$ cat src/rtl/pq_arbiter_if.sv
// Client and PQ-device signals of the round-robin PQ arbiter.
// master: arbiter side; slave: clients + PQ device side.
interface pq_arbiter_if #(
  parameter int NREQ = 4,
  parameter int KW   = 8,
  parameter int VW   = 8
);
  logic [NREQ-1:0]    req_valid;
  logic [NREQ-1:0]    req_op;
  logic [NREQ*KW-1:0] req_key;
  logic [NREQ*VW-1:0] req_val;
  logic [NREQ-1:0]    req_ack;
  logic [NREQ-1:0]    rsp_valid;
  logic [KW-1:0]      rsp_key;
  logic [VW-1:0]      rsp_val;
  logic               rsp_err;
  logic               arb_busy;
  logic               pq_enq;
  logic               pq_deq;
  logic [KW-1:0]      pq_kin;
  logic [VW-1:0]      pq_vin;
  logic [KW-1:0]      pq_kout;
  logic [VW-1:0]      pq_vout;
  logic               pq_full;
  logic               pq_empty;
  logic               pq_busy;

  modport master (
    input  req_valid, req_op, req_key, req_val,
    output req_ack, rsp_valid, rsp_key, rsp_val,
    output rsp_err, arb_busy,
    output pq_enq, pq_deq, pq_kin, pq_vin,
    input  pq_kout, pq_vout, pq_full, pq_empty,
    input  pq_busy
  );

  modport slave (
    output req_valid, req_op, req_key, req_val,
    input  req_ack, rsp_valid, rsp_key, rsp_val,
    input  rsp_err, arb_busy,
    input  pq_enq, pq_deq, pq_kin, pq_vin,
    output pq_kout, pq_vout, pq_full, pq_empty,
    output pq_busy
  );
endinterface

$ cat src/rtl/pq_arbiter.sv
// Round-robin arbiter sharing one priority queue among NREQ clients.
// Ports: clk, rst_n (async low), bus (pq_arbiter_if.master).
module pq_arbiter #(
  parameter int NREQ    = 4,
  parameter int KW      = 8,
  parameter int VW      = 8,
  parameter int TIMEOUT = 64
) (
  input  logic          clk,
  input  logic          rst_n,
  pq_arbiter_if.master  bus
);

  localparam int GW = (NREQ > 1) ? $clog2(NREQ) : 1;
  localparam int CW = $clog2(TIMEOUT + 1);
  localparam logic [NREQ-1:0] ONE = 1;
  localparam logic [GW-1:0] LAST0 = GW'(NREQ - 1);
  localparam logic [CW-1:0] CMAX = CW'(TIMEOUT - 1);

  typedef enum logic [1:0] {
    IDLE, ISSUE, WAIT, RESP
  } state_t;

  typedef struct packed {
    logic          op;
    logic [KW-1:0] key;
    logic [VW-1:0] val;
  } req_t;

  state_t        state;
  logic [GW-1:0] last;
  logic [GW-1:0] gnt;
  logic [CW-1:0] cnt;
  logic          rej_q;
  logic          op_q;

  logic          found;
  logic [GW-1:0] pick;
  req_t          sel;
  logic          rej;

  // Search upward from the client after the last one served.
  always_comb begin : pick_c
    int idx;
    found = 1'b0;
    pick  = '0;
    idx   = 0;
    for (int k = 1; k <= NREQ; k++) begin
      idx = int'(last) + k;
      if (idx >= NREQ) idx = idx - NREQ;
      if (!found && bus.req_valid[idx]) begin
        found = 1'b1;
        pick  = GW'(idx);
      end
    end
  end

  always_comb begin
    sel.op  = bus.req_op[pick];
    sel.key = bus.req_key[pick*KW +: KW];
    sel.val = bus.req_val[pick*VW +: VW];
    rej     = sel.op ? bus.pq_empty
                     : bus.pq_full;
  end

  always_ff @(posedge clk or negedge rst_n) begin
    if (!rst_n) begin
      state         <= IDLE;
      last          <= LAST0;
      gnt           <= '0;
      cnt           <= '0;
      rej_q         <= 1'b0;
      op_q          <= 1'b0;
      bus.req_ack   <= '0;
      bus.rsp_valid <= '0;
      bus.rsp_key   <= '0;
      bus.rsp_val   <= '0;
      bus.rsp_err   <= 1'b0;
      bus.arb_busy  <= 1'b0;
      bus.pq_enq    <= 1'b0;
      bus.pq_deq    <= 1'b0;
      bus.pq_kin    <= '0;
      bus.pq_vin    <= '0;
    end else begin
      bus.req_ack <= '0;
      bus.pq_enq  <= 1'b0;
      bus.pq_deq  <= 1'b0;
      unique case (state)
        IDLE: begin
          if (found) begin
            gnt          <= pick;
            op_q         <= sel.op;
            bus.req_ack  <= ONE << pick;
            bus.arb_busy <= 1'b1;
            if (rej) begin
              rej_q <= 1'b1;
              state <= RESP;
            end else begin
              state      <= ISSUE;
              bus.pq_enq <= !sel.op;
              bus.pq_deq <= sel.op;
              bus.pq_kin <= sel.op ? '0
                                   : sel.key;
              bus.pq_vin <= sel.op ? '0
                                   : sel.val;
            end
          end
        end
        ISSUE: begin
          bus.pq_kin <= '0;
          bus.pq_vin <= '0;
          cnt        <= '0;
          state      <= WAIT;
        end
        WAIT: begin
          if (!bus.pq_busy) begin
            state         <= RESP;
            bus.rsp_valid <= ONE << gnt;
            bus.rsp_err   <= 1'b0;
            bus.rsp_key   <= op_q ? bus.pq_kout
                                  : '0;
            bus.rsp_val   <= op_q ? bus.pq_vout
                                  : '0;
          end else if (cnt == CMAX) begin
            state         <= RESP;
            bus.rsp_valid <= ONE << gnt;
            bus.rsp_err   <= 1'b1;
          end else begin
            cnt <= cnt + 1'b1;
          end
        end
        RESP: begin
          // A reject enters RESP one cycle early, so
          // its response pulse is raised here.
          if (rej_q) begin
            rej_q         <= 1'b0;
            bus.rsp_valid <= ONE << gnt;
            bus.rsp_err   <= 1'b1;
          end else begin
            bus.rsp_valid <= '0;
            bus.rsp_err   <= 1'b0;
            bus.rsp_key   <= '0;
            bus.rsp_val   <= '0;
            bus.arb_busy  <= 1'b0;
            last          <= gnt;
            state         <= IDLE;
          end
        end
        default: state <= IDLE;
      endcase
    end
  end

endmodule

$ cat src/flat_wrapper.sv
// flat-port wrapper written by rule: the top's interface ports become plain ports
module pq_arbiter_flat 
#(
  parameter int NREQ    = 4,
  parameter int KW      = 8,
  parameter int VW      = 8,
  parameter int TIMEOUT = 64
)
  (clk, rst_n, bus_req_valid, bus_req_op, bus_req_key, bus_req_val, bus_req_ack, bus_rsp_valid, bus_rsp_key, bus_rsp_val, bus_rsp_err, bus_arb_busy, bus_pq_enq, bus_pq_deq, bus_pq_kin, bus_pq_vin, bus_pq_kout, bus_pq_vout, bus_pq_full, bus_pq_empty, bus_pq_busy);
  pq_arbiter_if #(.NREQ(NREQ), .KW(KW), .VW(VW)) bus_i ();
  input  logic clk;
  input  logic rst_n;
  input wire logic [$bits(bus_i.req_valid)-1:0] bus_req_valid;
  input wire logic [$bits(bus_i.req_op)-1:0] bus_req_op;
  input wire logic [$bits(bus_i.req_key)-1:0] bus_req_key;
  input wire logic [$bits(bus_i.req_val)-1:0] bus_req_val;
  output wire logic [$bits(bus_i.req_ack)-1:0] bus_req_ack;
  output wire logic [$bits(bus_i.rsp_valid)-1:0] bus_rsp_valid;
  output wire logic [$bits(bus_i.rsp_key)-1:0] bus_rsp_key;
  output wire logic [$bits(bus_i.rsp_val)-1:0] bus_rsp_val;
  output wire logic [$bits(bus_i.rsp_err)-1:0] bus_rsp_err;
  output wire logic [$bits(bus_i.arb_busy)-1:0] bus_arb_busy;
  output wire logic [$bits(bus_i.pq_enq)-1:0] bus_pq_enq;
  output wire logic [$bits(bus_i.pq_deq)-1:0] bus_pq_deq;
  output wire logic [$bits(bus_i.pq_kin)-1:0] bus_pq_kin;
  output wire logic [$bits(bus_i.pq_vin)-1:0] bus_pq_vin;
  input wire logic [$bits(bus_i.pq_kout)-1:0] bus_pq_kout;
  input wire logic [$bits(bus_i.pq_vout)-1:0] bus_pq_vout;
  input wire logic [$bits(bus_i.pq_full)-1:0] bus_pq_full;
  input wire logic [$bits(bus_i.pq_empty)-1:0] bus_pq_empty;
  input wire logic [$bits(bus_i.pq_busy)-1:0] bus_pq_busy;
  assign bus_i.req_valid = bus_req_valid;
  assign bus_i.req_op = bus_req_op;
  assign bus_i.req_key = bus_req_key;
  assign bus_i.req_val = bus_req_val;
  assign bus_req_ack = bus_i.req_ack;
  assign bus_rsp_valid = bus_i.rsp_valid;
  assign bus_rsp_key = bus_i.rsp_key;
  assign bus_rsp_val = bus_i.rsp_val;
  assign bus_rsp_err = bus_i.rsp_err;
  assign bus_arb_busy = bus_i.arb_busy;
  assign bus_pq_enq = bus_i.pq_enq;
  assign bus_pq_deq = bus_i.pq_deq;
  assign bus_pq_kin = bus_i.pq_kin;
  assign bus_pq_vin = bus_i.pq_vin;
  assign bus_i.pq_kout = bus_pq_kout;
  assign bus_i.pq_vout = bus_pq_vout;
  assign bus_i.pq_full = bus_pq_full;
  assign bus_i.pq_empty = bus_pq_empty;
  assign bus_i.pq_busy = bus_pq_busy;
  pq_arbiter #(.NREQ(NREQ), .KW(KW), .VW(VW), .TIMEOUT(TIMEOUT)) u_core (.clk(clk), .rst_n(rst_n), .bus(bus_i));
endmodule
$ cat config.mk
export PLATFORM = sky130hd
export DESIGN_NAME = pq_arbiter_flat
export DESIGN_NICKNAME = d
export VERILOG_FILES = /design/src/rtl/pq_arbiter_if.sv /design/src/rtl/pq_arbiter.sv /design/src/flat_wrapper.sv
export SDC_FILE = /design/constraint.sdc
export NUM_CORES = 1
export LEC_CHECK = 0
export BUFFER_PORTS_ARGS = -buffer_cell sky130_fd_sc_hd__buf_4
export CAP_MARGIN = 20
export CORE_MARGIN = 3
export CORE_UTILIZATION = 35
export CTS_CLUSTER_DIAMETER = 50
export CTS_CLUSTER_SIZE = 14
export DETAILED_ROUTE_END_ITERATION = 10
export HOLD_SLACK_MARGIN = 0.08
export PLACE_DENSITY = 0.69
export SYNTH_ARGS = -nofsm -noshare
export SYNTH_HDL_FRONTEND = slang
export SYNTH_SLANG_ARGS = --single-unit
$ cat constraint.sdc
create_clock -name clk -period 3.4 [get_ports clk]
set_clock_uncertainty 0.05 [all_clocks]
set_input_delay 0.68 -clock clk [delete_from_list [all_inputs] [get_ports clk]]
set_output_delay 0.68 -clock clk [all_outputs]
set_load 0.01 [all_outputs]
==> impl_metrics.csv, run 1 <==
group,metric,value,unit
clock_network,holdBufCountCts,0,
place,post-dp-hpwl,6756,um
floorplanning,fp.dieH,103.9,um
routing,wl_met3,873,um
final_layout,areaGrowthSynthToFinish,39.63,%
clock_network,post_cts_buffers,0,
timing,fmax,357.6,MHz
place,dpl_cell_area,0.004499,mm2
timing,relSlewSlack,52.12,%
routing,ant_nets,0,
power_and_ir_drop,power_switching,1.393,mW
final_layout,fillers,875,
routing,via_per_inst,4.791,
grt,track_usage,16.24,%
place,gp_congestion,0.7985,
synth,mappedNetlistNets,445,
timing,whs,0.3456,ns
critical_path,reg2reg_depth,7,
critical_path,path_common_cell,"mux2i_1",
timing,setup_violations,0,
critical_path,crit_buf_inv,0,
critical_path,crit_chain,"nand2b_1 > a21oi_1 > o221ai_4 > mux2i_1 > mux2i_1 > nand3_2 > mux2_4",
final_layout,final_core_util,50.47,%
routing,wl_per_cell,14.21,um
run_status,status,"finished clean",
min_path,hp-class,"in -> async",
timing,post-route-period-util,82.26,%
synth,synth_warnings,0,
power_and_ir_drop,leakagePower,2.413,nW
critical_path,end_kind,"flip-flop",
critical_path,cp.required,3.57,ns
final_layout,diodes,0,
synth,synth.yosys.seq_area_share,44.07,%
clock_network,clock_latency,0.34,ns
timing,setup-tns-final,0,ns
job,max-cap-violations,0,
floorplanning,start_util,36.15,%
clock_network,cts.clk_slew.worst_paths,0.06,ns
critical_path,cp_num_cells,7,
floorplanning,core_region_area,0.009284,mm2
final_layout,design_area,0.004686,mm2
grt,overflow,0,
power_and_ir_drop,p_sw_share,39.82,%
critical_path,cp_top_family,"multiplexers",
clock_network,post_cts_resized,0,
synth,synth_top_area_share,42.51,%
clock_network,cts_buffer_depth,2,
synth,synth_edf_count,0,
critical_path,worstSetupStartpointType,"flip-flop",
critical_path,arrival,2.96,ns
grt,grt_max_degree,60,
grt,grt_pass1_wl,14350,um
synth,syn_area_per_cell,9.699,um2
routing,routed.top_layer,"met4",
place,dpl_worst_slack,0.3690,ns
timing,setup_ws,0.6032,ns
power_and_ir_drop,seq_power_share,31.1,%
clock_network,cts_root_buffer,"clkbuf_8",
timing,rsz0062_at_grt,"false",
routing,drt_iter0_drc,117,
place,port_buffers,136,
timing,worst_pin_slew,0.7182,ns
clock_network,tritoncts,"done",
floorplanning,io_pins,137,
final_layout,nets,577,
routing,firstDrtPassIters,4,
timing,hold_viol,0,
critical_path,slowest_stage,"dfstp_2",
power_and_ir_drop,vdd_drop_max,0.3163,mV
floorplanning,dieArea,0.01080,mm2
routing,routed_wl,8697,um
floorplanning,rows,35,
critical_path,slowest_delay,0.62,ns
timing,post-route-min-period,2.797,ns
power_and_ir_drop,clkPwrFrac,16.1,%
power_and_ir_drop,powerDensity,746.3,mW/mm2
synth,synth_seq_cells,59,
routing,wirelength_met1,3778,um
power_and_ir_drop,intPower,2.104,mW
synth,synth.area.top_cells,"dfrtp_1 43%, mux2i_1 12%, nand2_1 9.6%",
routing,wl_met2,3929,um
synth,async_reset_ff_share,100.0,%
grt,first_global_vias,3014,
critical_path,worstSetupPathType,"reg -> reg",
clock_network,cts.sinks,59,
synth,syn_inst,346,
floorplanning,die_w,103.9,um
timing,finalMaxSlewViolations,0,
routing,vias,2932,
critical_path,regToRegSetupSlack,0.60,ns
synth,synth_top_area_cell,"dfrtp_1",
grt,antenna_found_initial,0,
power_and_ir_drop,comb_power_share,52.8,%
final_layout,drive_gt1_share,37.68,%
clock_network,htreeDepth,3,
routing,drc,0,
synth,netlist_area,0.003356,mm2
synth,ys.flop_type,"dfrtp_1",
synth,ys_types,43,
critical_path,crit_fanout,16,
clock_network,numCtsBuffers,9,
## final cells by class
cell class,instances,area (um2),area share [%]
Clock buffer,10,137.6,2.937
Clock inverter,6,41.29,0.8812
Inverter,6,22.52,0.4806
Multi-Input combinational cell,261,1785,38.10
Sequential cell,59,1479,31.56
Tap cell,129,161.4,3.445
Timing Repair Buffer,141,1059,22.59
## worst register-to-register path: stages (launching register included)
cell and delay [ns]:
dfstp_2 0.62, nand2b_1 0.17, a21oi_1 0.11, o221ai_4 0.23, mux2i_1 0.31, mux2i_1 0.30
nand3_2 0.45, mux2_4 0.45
## sequential cells by signal (all words and copies together) (netlist names), 2 cells and up
register and cells:
u_core.last 2, u_core.bus.rsp_val 8, u_core.bus.req_ack 4, u_core.bus.pq_vin 8, u_core.gnt 2, u_core.bus.pq_kin 8, u_core.bus.rsp_valid 4, u_core.bus.rsp_key 8
u_core.state 2, u_core.cnt 7
## path summary, 6_finish.rpt
kind,start,end
max in group asynchronous,rst_n,u_core.bus.rsp_val[1]
min in group clk,u_core.bus.rsp_valid[1],u_core.bus.rsp_valid[1]
max reg2reg,u_core.last[1],u_core.bus.pq_kin[6]
min reg2reg,u_core.bus.rsp_valid[1],u_core.bus.rsp_valid[1]
max,u_core.last[1],u_core.bus.pq_kin[6]
min,rst_n,u_core.bus.rsp_val[4]
## logic make-up after synthesis
group | count (synthesis) | synth area share [%]
DFF | 59 | 44.07
AOI/OAI and AO/OA | 49 | 8.576
xor gates and xnor gates | 2 | 0.5221
buffers and inverters | 26 | 3.468
muxes | 58 | 19.20
adders and majority gates | 6 | 2.237
and+or+nand+nor | 146 | 21.92
## cell usage in the layout, fill, tap and decap left out, types with 3 or more instances in the layout
| cell | instances |
|---|---|
| and4b_1 | 16 |
| inv_1 | 6 |
| mux2_4 | 10 |
| o21ai_0 | 24 |
| mux2i_1 | 39 |
| a21oi_1 | 10 |
| nor2_1 | 10 |
| clkinvlp_4 | 3 |
| mux2_2 | 8 |
| dfrtp_1 | 57 |
| ha_1 | 6 |
| nor3b_1 | 3 |
| buf_4 | 141 |
| nand3_1 | 8 |
| nand2_1 | 86 |
| nor2b_1 | 6 |
| nand2b_1 | 6 |
| nor3_1 | 4 |
| clkbuf_8 | 10 |
| o31ai_1 | 3 |
## power groups by stage
stage / registers [mW] / clock network (mW) / logic [mW]
after global routing: 1.12 / 0.613 / 2.06
after detailed placement: 1.10 / 0 / 1.87
after global placement: 1.09 / 0 / 1.82
final: 1.09 / 0.563 / 1.85
after CTS: 1.09 / 0.580 / 1.87
after floorplan: 1.12 / 0 / 1.22
## per-layer routing
metal | up-vias | track usage (%)
met2 | 132 | 26.74
met1 | 1319 | 19.36
met3 | 13 | 7.387
li1 | 1468 | -
met4 | 0 | 4.084
met5 | - | 0
## metrics by stage
stage                     total power, mW  cells
after CTS                           3.539    611
after global placement              2.910    595
after detailed placement            2.965    595
final                               3.497    612
after global routing                3.795    612
after floorplan                     2.344    346
## synth_stat cells, types with 2 or more instances
cell type,n
a21oi_1,10
and4b_1,16
buf_2,6
clkbuf_1,11
dfrtp_1,57
dfstp_2,2
ha_1,6
inv_1,6
mux2_2,8
mux2_4,10
mux2i_1,39
nand2_1,86
nand2b_1,6
nand3_1,8
nor2_1,10
nor2b_1,6
nor3_1,4
nor3b_1,3
o211ai_1,2
o21ai_0,24
o31ai_1,3
or3_1,2
No activity file was read; power rests on OpenSTA's default activity.
==> run 2, diff against run 1 <==
Clock period 3.4 ns to 2.6 ns, I/O delays scaled along.
==> run 2 against run 1 <==
Non-clock buffer count increased by 10; register-to-register slack got worse by 0.49 ns; utilization increased by 1.4 points; setup slack got worse by 0.49 ns; largest cell class unchanged; hold slack got worse by 0.14 ns; critical path depth increased by 1; via count increased by 1.6%; combinational power increased by 38%; critical endpoint is now u_core.bus.pq_vin[3]; die area unchanged.
==> impl_metrics.csv, run 2 (synthesized netlist as in run 1, its figures left out) <==
group,metric,value,unit
timing,whs,0.2084,ns
final_layout,final_cell_mix,"149 x buf_4, 86 x nand2_1, 57 x dfrtp_1, 37 x mux2i_1, 24 x o21ai_0",
critical_path,crit_chain,"nand2b_1 > a21oi_1 > o221ai_4 > mux2i_2 > mux2i_2 > nand3_2 > buf_12 > mux2_4",
critical_path,path_common_cell,"mux2i_2",
clock_network,cts_buffer_depth,2,
power_and_ir_drop,intPower,2.965,mW
timing,worst_pin_slew,0.7346,ns
critical_path,crit_buf_inv,1,
critical_path,crit_end,"u_core.bus.pq_vin[3]",
final_layout,nets,587,
critical_path,cp_top_family,"multiplexers",
critical_path,slowest_delay,0.57,ns
timing,setup_violations,0,
place,gp_congestion,0.8176,
clock_network,htreeDepth,3,
critical_path,worstSetupPathType,"reg -> reg",
clock_network,tritoncts,"done",
place,port_buffers,136,
routing,vias,2979,
timing,post-route-period-util,95.50,%
clock_network,cts_root_buffer,"clkbuf_8",
routing,via_per_inst,4.797,
critical_path,end_kind,"flip-flop",
routing,ant_nets,0,
grt,grt_max_degree,60,
power_and_ir_drop,power_switching,1.806,mW
routing,wl_per_cell,13.88,um
grt,grt_pass1_wl,14320,um
final_layout,design_area,0.004812,mm2
clock_network,clock_latency,0.33,ns
timing,post-route-min-period,2.483,ns
timing,fmax,402.7,MHz
routing,drc,0,
timing,hold_viol,0,
floorplanning,fp.dieH,103.9,um
final_layout,drive_gt1_share,39.23,%
routing,drt_iter0_drc,99,
critical_path,arrival,2.65,ns
critical_path,rr_startpoint,"u_core.last[1]",
power_and_ir_drop,power.total,4.771,mW
timing,setup-tns-final,0,ns
floorplanning,start_util,36.15,%
routing,firstDrtPassIters,4,
clock_network,cts.clk_slew.worst_paths,0.06,ns
place,dpl_cell_area,0.004607,mm2
clock_network,cts.sinks,59,
routing,wl_met3,886,um
final_layout,final_common_cell,"buf_4",
floorplanning,core_region_area,0.009284,mm2
critical_path,reg2reg_depth,8,
timing,finalMaxSlewViolations,0,
critical_path,startpoint,"u_core.last[1]",
grt,antenna_found_initial,0,
timing,rsz0062_at_grt,"false",
grt,overflow,0,
grt,first_global_vias,3025,
critical_path,slowest_stage,"dfstp_2",
power_and_ir_drop,powerDensity,991.4,mW/mm2
place,post-dp-hpwl,6640,um
critical_path,rr_endpoint,"u_core.bus.pq_vin[3]",
final_layout,areaGrowthSynthToFinish,43.40,%
clock_network,holdBufCountCts,0,
grt,track_usage,16.19,%
job,max-cap-violations,0,
floorplanning,die_w,103.9,um
clock_network,numCtsBuffers,9,
timing,relSlewSlack,51.03,%
routing,routed.top_layer,"met4",
power_and_ir_drop,clkPwrFrac,16.8,%
routing,wl_met2,3837,um
floorplanning,io_pins,137,
critical_path,crit_fanout,16,
critical_path,cp_num_cells,8,
min_path,hp-class,"in -> async",
critical_path,cp.required,2.76,ns
critical_path,regToRegSetupSlack,0.12,ns
final_layout,diodes,0,
routing,wirelength_met1,3762,um
critical_path,worstSetupStartpointType,"flip-flop",
power_and_ir_drop,p_sw_share,37.86,%
final_layout,final_core_util,51.83,%
power_and_ir_drop,vdd_drop_max,0.3876,mV
power_and_ir_drop,leakagePower,2.486,nW
final_layout,fillers,862,
run_status,status,"finished clean",
routing,routed_wl,8618,um
floorplanning,rows,35,
power_and_ir_drop,comb_power_share,53.6,%
floorplanning,dieArea,0.01080,mm2
power_and_ir_drop,seq_power_share,29.6,%
==> run 2: stage by stage <==
step,setup WS (ns),instances
final,0.1169,621
after detailed placement,-0.05728,606
after CTS,0.05801,621
after floorplan,0.07705,346
after global routing,0.02761,621
after global placement,0.09563,606
==> run 2: layer usage <==
layer  vias up  GRT usage [%]
li1       1488              -
met1      1333          19.92
met2       142          25.81
met3        16          6.518
met4         0          5.603
met5         -              0
==> run 2: power by group through the flow <==
stage | registers, mW | logic [mW] | clock network, mW
final | 1.41 | 2.56 | 0.803
after global routing | 1.45 | 2.83 | 0.872
after floorplan | 1.47 | 1.60 | 0
after CTS | 1.41 | 2.58 | 0.827
after detailed placement | 1.42 | 2.58 | 0
after global placement | 1.42 | 2.52 | 0
==> run 2: worst min path at each step <==
stage                                  startpoint                 endpoint  slack, ns
after CTS                                   rst_n  u_core.bus.rsp_valid[3]       0.23
final                                       rst_n    u_core.bus.rsp_val[3]       0.21
after floorplan                             rst_n      u_core.bus.arb_busy       0.17
after global placement    u_core.bus.rsp_valid[0]  u_core.bus.rsp_valid[0]       0.41
after global routing                        rst_n    u_core.bus.rsp_val[3]       0.26
after detailed placement    u_core.bus.rsp_key[7]    u_core.bus.rsp_key[7]       0.42
==> run 2: what timing repair did <==
item,in CTS,in global routing
buffers inserted,0,0
gates resized for setup,0,2
endpoints found under the setup margin,0,16
==> run 2: cell type report <==
cell class                      instances  area [um2]  share of cell area, %
Tap cell                              129       161.4                  3.354
Timing Repair Buffer                  151        1159                  24.08
Sequential cell                        59        1479                  30.73
Inverter                                6       22.52                 0.4680
Multi-Input combinational cell        261        1793                  37.26
Clock buffer                           14       192.7                  4.004
Clock inverter                          1       5.005                 0.1040
==> run 3, diff against run 2 <==
--- a/config.mk
+++ b/config.mk
@@ -15,3 +15,3 @@
 export HOLD_SLACK_MARGIN = 0.08
-export PLACE_DENSITY = 0.69
+export PLACE_DENSITY = 0.58
 export SYNTH_ARGS = -nofsm -noshare
==> constraint.sdc (replaced) <==
create_clock -name clk -period 2.6 [get_ports clk]
set_clock_uncertainty 0.05 [all_clocks]
set_input_delay 0.39 -clock clk [delete_from_list [all_inputs] [get_ports clk]]
set_output_delay 0.39 -clock clk [all_outputs]
set_load 0.01 [all_outputs]
==> run 3 against run 2 <==
Global-route usage increased by 0.42 points; critical path depth did not move; maximum frequency rose by 1.4%; largest cell class unchanged; largest power group unchanged; highest routed layer unchanged.
==> impl_metrics.csv, run 3 (synthesized netlist as in run 1, its figures left out) <==
group,metric,value,unit
run_status,status,"finished clean",
timing,fmax,408.2,MHz
critical_path,worstSetupStartpointType,"flip-flop",
floorplanning,core_region_area,0.009284,mm2
timing,post-route-min-period,2.450,ns
final_layout,areaGrowthSynthToFinish,41.98,%
clock_network,holdBufCountCts,0,
floorplanning,rows,35,
final_layout,drive_gt1_share,37.91,%
place,gp_congestion,0.7775,
grt,track_usage,16.61,%
timing,setup_violations,0,
critical_path,slowest_delay,0.56,ns
floorplanning,io_pins,137,
power_and_ir_drop,powerDensity,997.6,mW/mm2
clock_network,htreeDepth,3,
timing,post-route-period-util,94.23,%
final_layout,diodes,0,
clock_network,post_cts_resized,0,
routing,wl_per_cell,13.90,um
grt,grtUsageMet3,5.587,%
grt,overflow,0,
floorplanning,die_w,103.9,um
routing,ant_nets,0,
clock_network,numCtsBuffers,9,
timing,setup-tns-final,0,ns
critical_path,crit_fanout,16,
place,dpl_worst_slack,0.1520,ns
final_layout,final_cell_mix,"144 x buf_4, 86 x nand2_1, 57 x dfrtp_1, 39 x mux2i_1, 24 x o21ai_0",
grt,grtUsageMet2,25.67,%
timing,hold_viol,0,
critical_path,path_common_cell,"mux2i_1",
place,dpl_cell_area,0.004569,mm2
power_and_ir_drop,p_sw_share,38.15,%
power_and_ir_drop,vdd_drop_max,0.3598,mV
clock_network,cts_buffer_depth,2,
floorplanning,dieArea,0.01080,mm2
final_layout,nets,582,
routing,routed_wl,8577,um
routing,firstDrtPassIters,4,
timing,rsz0062_at_grt,"false",
grt,grt_max_degree,60,
min_path,hp-class,"in -> async",
timing,worst_pin_slew,0.7385,ns
power_and_ir_drop,power.total,4.753,mW
grt,grt_use_met1,21.68,%
job,max-cap-violations,0,
final_layout,final_common_cell,"buf_4",
clock_network,cts_root_buffer,"clkbuf_8",
critical_path,arrival,2.61,ns
routing,drt_iter0_drc,102,
clock_network,cts.clk_slew.worst_paths,0.07,ns
clock_network,tritoncts,"done",
critical_path,crit_chain,"nand2b_1 > a21oi_1 > o221ai_4 > mux2i_1 > mux2i_1 > nand3_2 > buf_12 > mux2_4",
critical_path,end_kind,"flip-flop",
grt,grt_pass1_wl,14680,um
final_layout,final_cells,617,
clock_network,post_cts_buffers,0,
routing,via_per_inst,4.676,
place,port_buffers,136,
critical_path,worstSetupPathType,"reg -> reg",
power_and_ir_drop,seq_power_share,29.6,%
critical_path,cp.required,2.76,ns
timing,setup_ws,0.1501,ns
power_and_ir_drop,comb_power_share,53.0,%
routing,drc,0,
place,dp.cells,601,
power_and_ir_drop,leakagePower,2.455,nW
grt,antenna_found_initial,0,
grt,busiest_layer,"met2",
timing,relSlewSlack,50.76,%
final_layout,design_area,0.004765,mm2
power_and_ir_drop,power_switching,1.813,mW
timing,finalMaxSlewViolations,0,
clock_network,clock_latency,0.33,ns
floorplanning,fp.dieH,103.9,um
power_and_ir_drop,intPower,2.940,mW
critical_path,reg2reg_depth,8,
power_and_ir_drop,clkPwrFrac,17.4,%
place,post-dp-hpwl,6555,um
routing,vias,2885,
grt,first_global_vias,3000,
critical_path,slowest_stage,"dfstp_2",
floorplanning,start_util,36.15,%
clock_network,cts.sinks,59,
run 3: changes by cell type in the layout (fill, tap and decap cells not counted):
cell	delta
buf_4	-5
bufinv_16	+1
clkbuf_1	+2
clkbuf_8	-4
clkinvlp_4	+2
mux2i_1	+2
mux2i_2	-2
run 3: critical path: cells and delay by family, from the launching register on:
family | cells | cell delay, ns
simple gates | 2 | 0.27
compound gates | 2 | 0.36
buf+inv | 1 | 0.17
mux | 3 | 0.90
flops | 1 | 0.56
run 3: power groups by stage:
stage / logic [mW] / clock network, mW / registers [mW]
detailed placement: 2.57 / 0 / 1.42
global placement: 2.53 / 0 / 1.42
global route: 2.83 / 0.895 / 1.46
finish: 2.52 / 0.826 / 1.41
floorplan: 1.60 / 0 / 1.47
CTS: 2.57 / 0.855 / 1.41
run 3: cell type report:
| class | instances | area, um2 |
|---|---|---|
| fill | 900 | 4519 |
| multi-input combinational | 261 | 1785 |
| sequential | 59 | 1479 |
| timing repair buffer | 146 | 1121 |
| tap | 129 | 161.4 |
| clock buffer | 12 | 145.1 |
| clock inverter | 4 | 50.05 |
| inverter | 6 | 22.52 |
run 3: stage by stage:
stage	utilization, %	hold WS (ns)
after global routing	51.32	0.1283
after CTS	51.32	0.09433
after detailed placement	49.22	0.4155
final	51.32	0.06763
after floorplan	-	0.04441
after global placement	49.22	0.4087
run 3: per-layer routing:
layer	up-vias	routed length, um
met5	-	0
met4	0	125
met3	9	732
met2	121	3686
met1	1276	4033
li1	1479	-
run 3: worst paths after layout:
kind | startpoint | endpoint | slack (ns)
max | u_core.last[1] | u_core.bus.pq_vin[1] | 0.15
max reg2reg | u_core.last[1] | u_core.bus.pq_vin[1] | 0.15
max in group asynchronous | rst_n | u_core.cnt[6] | 1.94
min in group clk | bus_pq_full | u_core.bus.pq_enq | 0.22
min reg2reg | u_core.bus.rsp_err | u_core.bus.rsp_err | 0.43
min | rst_n | u_core.bus.rsp_valid[2] | 0.07
